## config.mk

```make
export PLATFORM = sky130hd
export DESIGN_NAME = seq_detect_modn
export DESIGN_NICKNAME = d
export VERILOG_FILES = /design/src/rtl/seq_detect_pkg.sv /design/src/rtl/seq_modn_step.sv /design/src/rtl/seq_detect_modn.sv
export SDC_FILE = /design/constraint.sdc
export NUM_CORES = 1
export LEC_CHECK = 0
export ABC_AREA = 1
export ABC_CLOCK_PERIOD_IN_PS = 5900
export CORE_MARGIN = 4
export CORE_UTILIZATION = 45
export DETAILED_ROUTE_END_ITERATION = 16
export PLACE_DENSITY_LB_ADDON = 0.08
export SLEW_MARGIN = 25
export SYNTH_ARGS = -nofsm -noshare
export SYNTH_HDL_FRONTEND = slang
export SYNTH_SLANG_ARGS = --single-unit
export TNS_END_PERCENT = 5
```

## constraint.sdc

```tcl
create_clock -name clk -period 5.9 [get_ports clk]
set_input_delay 1.475 -clock clk [delete_from_list [all_inputs] [get_ports clk]]
set_output_delay 1.475 -clock clk [all_outputs]
set_load 0.02 [all_outputs]
```

## src/rtl/seq_detect_pkg.sv

```systemverilog
// Shared types and the modular step for the serial divisibility detector.
// Hit counter is enabled by defining SEQ_DETECT_MODN_HIT_CNT_EN.
package seq_detect_pkg;

    typedef enum logic {
        IDLE = 1'b0,
        RUN  = 1'b1
    } state_t;

    localparam int DEF_MOD_W = 8;
    localparam int DEF_CNT_W = 16;
    localparam int STEP_W    = 32;

    // base < m, so {base, b} <= 2m-1 and a single subtract reduces it.
    function automatic logic [STEP_W-1:0] mod_step(
        input logic [STEP_W-1:0] base,
        input logic              b,
        input logic [STEP_W-1:0] m
    );
        logic [STEP_W:0] t;
        t = {base, b};
        if (t >= {1'b0, m}) begin
            t = t - {1'b0, m};
        end
        return t[STEP_W-1:0];
    endfunction

endpackage

```

## src/rtl/seq_modn_step.sv

```systemverilog
// Combinational wrapper around the modular step, r_next = {base, din} mod m.
// Kept separate so the arithmetic can be exercised on its own.
module seq_modn_step
    import seq_detect_pkg::*;
#(
    parameter int MOD_W = DEF_MOD_W
) (
    input  logic [MOD_W-1:0] base,
    input  logic             din,
    input  logic [MOD_W-1:0] m,
    output logic [MOD_W-1:0] r_next
);

    assign r_next = MOD_W'(mod_step(STEP_W'(base), din, STEP_W'(m)));

endmodule

```

## src/rtl/seq_detect_modn.sv

```systemverilog
// Serial MSB-first divisibility detector with runtime modulus.
// Optional saturating hit counter: define SEQ_DETECT_MODN_HIT_CNT_EN.
module seq_detect_modn
    import seq_detect_pkg::*;
#(
    parameter int MOD_W = DEF_MOD_W,
    parameter int CNT_W = DEF_CNT_W
) (
    input  logic             clk,
    input  logic             rst,
    input  logic             cfg_valid,
    input  logic [MOD_W-1:0] cfg_mod,
    output logic             cfg_ready,
    output logic             cfg_err,
    input  logic             sof,
    input  logic             data_valid,
    input  logic             data,
    output logic             drop,
    output logic             res_valid,
    output logic             success,
    output logic [MOD_W-1:0] remainder,
    output logic [CNT_W-1:0] hit_cnt
);

    state_t           state_q, state_d;
    logic [MOD_W-1:0] mod_q, mod_d;
    logic [MOD_W-1:0] rem_q, rem_d;
    logic             res_valid_q, res_valid_d;
    logic             success_q, success_d;
    logic             drop_q, drop_d;
    logic             cfg_err_q, cfg_err_d;

    logic             cfg_acc;
    logic             load_ok;
    logic [MOD_W-1:0] step_base;
    logic [MOD_W-1:0] step_r;

    assign cfg_ready = ~rst;
    assign cfg_acc   = cfg_valid & cfg_ready;
    assign load_ok   = cfg_acc & (cfg_mod != '0);
    assign step_base = sof ? '0 : rem_q;

    seq_modn_step #(
        .MOD_W (MOD_W)
    ) u_step (
        .base   (step_base),
        .din    (data),
        .m      (mod_q),
        .r_next (step_r)
    );

    always_comb begin
        state_d     = state_q;
        mod_d       = mod_q;
        rem_d       = rem_q;
        res_valid_d = 1'b0;
        success_d   = 1'b0;
        drop_d      = 1'b0;
        cfg_err_d   = cfg_acc & (cfg_mod == '0);

        if (load_ok) begin
            state_d = RUN;
            mod_d   = cfg_mod;
            rem_d   = '0;
        end

        // A config transfer in the same cycle always steals the bit.
        if (data_valid) begin
            if (cfg_acc || state_q == IDLE) begin
                drop_d = 1'b1;
            end else begin
                res_valid_d = 1'b1;
                rem_d       = step_r;
                success_d   = (step_r == '0);
            end
        end
    end

    always_ff @(posedge clk) begin
        if (rst) begin
            state_q     <= IDLE;
            mod_q       <= '0;
            rem_q       <= '0;
            res_valid_q <= 1'b0;
            success_q   <= 1'b0;
            drop_q      <= 1'b0;
            cfg_err_q   <= 1'b0;
        end else begin
            state_q     <= state_d;
            mod_q       <= mod_d;
            rem_q       <= rem_d;
            res_valid_q <= res_valid_d;
            success_q   <= success_d;
            drop_q      <= drop_d;
            cfg_err_q   <= cfg_err_d;
        end
    end

    assign res_valid = res_valid_q;
    assign success   = success_q;
    assign remainder = rem_q;
    assign drop      = drop_q;
    assign cfg_err   = cfg_err_q;

`ifdef SEQ_DETECT_MODN_HIT_CNT_EN
    logic [CNT_W-1:0] hit_cnt_q, hit_cnt_d;

    always_comb begin
        hit_cnt_d = hit_cnt_q;
        if (load_ok) begin
            hit_cnt_d = '0;
        end else if (success_d && hit_cnt_q != {CNT_W{1'b1}}) begin
            hit_cnt_d = hit_cnt_q + CNT_W'(1);
        end
    end

    always_ff @(posedge clk) begin
        if (rst) begin
            hit_cnt_q <= '0;
        end else begin
            hit_cnt_q <= hit_cnt_d;
        end
    end

    assign hit_cnt = hit_cnt_q;
`else
    assign hit_cnt = '0;
`endif

endmodule

```

After elaboration in Yosys (flattened, before gate mapping) --
Index checks and enable logic that the tools add are counted.
Storage, ports and cells: register bits after elaboration 21, latch bits 0, RAM bits 0, bits in read-only memories 0, input bits 14, output and inout bits 29, logic and storage cells 28, memories kept 0
Operators by class: add/sub/neg operators 1, multiply operators 0, div/mod/pow operators 0, $lt $le $gt $ge 1, equality and inequality tests 0, shifts and indexed selects 0, multiplexer cells 7, bitwise gates (word level) 6, reduce and logical (&&, ||, !) cells 6
Operator list (count):
- 2-to-1 mux 8 bit | 5
- logical NOT 8 bit | 2
- >= comparator 9 x 8 -> 1 bit | 1
- nonzero test 8 bit | 1
- subtractor 8 bit | 1
- bitwise AND 1 bit | 3
- NOT 1 bit | 3
- OR reduction 3 bit | 1
- 2-to-1 mux 1 bit | 2
- OR reduction 2 bit | 1
- logical OR 1 bit | 1

Longest topological paths before layout --
depth after elaboration 6, mapped depth 15, gate-level depth less buffers 15

Hierarchy --
Synthesis repeated with hierarchy kept, for this count alone.
Unflattened totals: cell total of the unflattened synthesis 287, area total of the unflattened synthesis 1776.7 sq um
By module, submodules not included:
- seq_detect_modn | instances 1, cells an instance 179, area each 1173.6 sq um, seq. area each 420.4 sq um
- seq_modn_step | instances 1, cells an instance 108, area each 603.1 sq um, seq. area each 0.0 sq um

Worst setup path after synthesis --
Ideal clock, no wire load.
path kind input port to output port, from input rst, to output cfg_ready, arrival time 1872 ps, data required time 4425 ps, slack 2553 ps, stages on the path 2, buffers on the path 1, cell sequence inv_1 -> clkbuf_1
Between the ends: longest elaborated chain between the ends 1
RTL lines:
- start, declared | line seq_detect_modn.sv:10 | input logic rst,
- NOT 1 bit | line seq_detect_modn.sv:38 | assign cfg_ready = ~rst;
- end, declared | line seq_detect_modn.sv:13 | output logic cfg_ready,
Every way passes these cells.

Worst setup path in the final report --
Ends and elaborated chain as after synthesis.

==> impl_metrics.tcl <==
set metrics [dict create \
    outcome "finished clean" \
    num_rows 20 \
    crit_chain "clkdlybuf4s50_1, inv_1, clkdlybuf4s50_1" \
    clk_pin_slew_ps 110 \
    yosysTopAreaCell "dfxtp_1" \
    muxShareOfSynthArea_pct 0 \
    cts.root.buffer_cell "clkbuf_4" \
    setup_slack_ps 1560 \
    cp_slowest_cell "clkdlybuf4s50_1" \
    syn-cell-area_um2 1480 \
    final_cells 289 \
    first_pass_iters 4 \
    min_period_ps 4340 \
    post_dp_cell_area_um2 1710 \
    area_growth_pct 17.5 \
    peakVddDrop_v 0.0000999 \
    grt_pass1_wl_um 4990 \
    skew_ps 9.65 \
    slowest_delay_ps 660 \
    cts-htree-levels 1 \
    avgSynthCellArea_um2 6.77 \
    ys_types 31 \
    rrSetupSlack_ps 3890 \
    grt_pass1_vias 1168 \
    wl_per_cell_um 10.3 \
    cp_max_fo 11 \
    powerDensity_nw_per_um2 215 \
    regToRegEndpoint "success$_SDFF_PP0_" \
    ctsResizeCount 0 \
    drcViolationCount 0 \
    start_util_pct 47.8 \
    yosys_warnings 0 \
    fin_crit_sh_pct 73.5 \
    dp_cells 285 \
    hold_ws_ps 478 \
    layout_commonest_cell "nand2_1" \
    place_ws_ps 1560 \
    synth.yosys.seq_area_share_pct 28.4 \
    finalPower_mw 0.375 \
    hold_class "reg2reg" \
    die_area_um2 4280 \
    layout_common_cells "nand2_1, inv_1, clkdlybuf4s50_1" \
    r2r_start "remainder[1]$_SDFF_PP0_" \
    core_area_um2 3100 \
    yosys_register_bits 21 \
    synthAdderAreaFrac_pct 8.10 \
    cts_made_buffers 3 \
    wl_um 2980 \
    dr_total_vias 1326 \
    routed_via_density 4.59 \
    rr_worst_depth 14 \
    gp_congestion 0.843 \
    drt_iter0_markers 45 \
    synthTopCellsByArea "dfxtp_1, nand2_1, buf_4" \
    layout.nets 269 \
    p_leak_nw 0.830 \
    ant_nets 0 \
    crit_end "cfg_ready" \
    design_area_um2 1740 \
    synth_compound_area_share_pct 10.1 \
    grt_max_degree 17 \
    tns_ps 0 \
    cap_violations 0 \
    hpwlAfterDp_um 2570 \
    rsz0062_at_grt "false" \
    grt.total_usage_pct 14.9 \
    post-cts-setup-buffers 0 \
    io_buffers 26 \
    io_pins 43 \
    drive_above_1_share_pct 7.76 \
    clock_path_buffers 2 \
    utilization_pct 56.1 \
    tritoncts "done" \
    slew_violations 0 \
    synth-xor-area-share_pct 1.77 \
    critPathLaunch "rst" \
    yosys.area.top_type_share_pct 28.4 \
    cp_data_arrival_time_ps 2860 \
    overflow 0 \
    fp.dieH_um 65.4 \
    diodes 0 \
    final_hold_viol_count 0 \
    clock_sinks 21 \
    antenna_found_initial 0 \
    crit_required_ps 4430 \
    synth_top_family_by_area "simple AND/OR/NAND/NOR gates" \
    crit_path_end_kind "primary output" \
    setup_viol 0 \
    synthSimpleGateAreaFrac_pct 32.9 \
    chipWidth_um 65.4 \
    cts_hold_buf 0 \
    worstSkewPairLatency_ps 300 \
    synth_cells 219 \
    n_fill_cell 343 \
    worstSetupStartpointType "primary input" \
    path_class "in2out" \
    critPathMostFrequentCell "clkdlybuf4s50_1" \
    fmaxAchievable_ghz 0.231 \
]
## area by class of cell
class                   count  area [um2]  share of cell area (%)
inverters                  35         134                    7.69
clock buffers               3        22.5                    1.29
flip-flops and latches     21         420                    24.1
repair buffers             26         260                    14.9
multi-input cells         159         845                    48.5
clock inverters             1        5.00                   0.287
well taps                  44        55.1                    3.16
## cell families after synthesis
logic type / after synthesis
other cells: 1
xor+xnor: 3
compound gates: 26
buf+inv: 54
fa+ha+maj: 9
simple gates: 105
flops: 21
## routing by layer
| metal | GRT usage, % | share of wire, % | vias up |
|---|---|---|---|
| met3 | 2.91 | 4.3 | 4 |
| met1 | 18.9 | 46 | 587 |
| met5 | 0 | 0 | - |
| li1 | - | - | 709 |
| met2 | 25.9 | 49 | 26 |
| met4 | 3.11 | 0.97 | 0 |
## worst min-delay path by stage
stage                                from                    end  slack (ps)  cells after the start
floorplan           mod_q[2]$_SDFFE_PP0P_  mod_q[2]$_SDFFE_PP0P_         440                      2
global placement    mod_q[2]$_SDFFE_PP0P_  mod_q[2]$_SDFFE_PP0P_         460                      2
detailed placement  mod_q[2]$_SDFFE_PP0P_  mod_q[2]$_SDFFE_PP0P_         460                      2
CTS                 mod_q[2]$_SDFFE_PP0P_  mod_q[2]$_SDFFE_PP0P_         470                      2
global route        mod_q[2]$_SDFFE_PP0P_  mod_q[2]$_SDFFE_PP0P_         500                      2
finish              mod_q[2]$_SDFFE_PP0P_  mod_q[2]$_SDFFE_PP0P_         480                      2
## critical path: cells and delay by family
family	cells	cell delay, ps
buffers and inverters	3	1390
## cells in the mapped netlist, drive strengths merged
master / number
nand2: 60
inv: 33
a22oi: 1
nand4: 2
nor4: 2
fa: 1
buf: 18
xnor2: 2
conb: 1
a21oi: 9
clkbuf: 1
xor2: 1
ha: 8
dfxtp: 21
nor2: 24
o22ai: 3
nand3b: 2
clkinv: 2
o21ai: 12
a21o: 1
nand3: 15
## registers in the layout (all words and copies together), names as in the netlist
signal,flops
mod_q,8
drop,1
success,1
cfg_err,1
res_valid,1
state_q,1
remainder,8
## where the power goes
group | internal [mW] | switching (mW)
logic | 0.0560 | 0.0980
registers | 0.150 | 0.00341
clock network | 0.0253 | 0.0426
total | 0.231 | 0.144
Note: power is estimated with default switching activity, not from simulation.
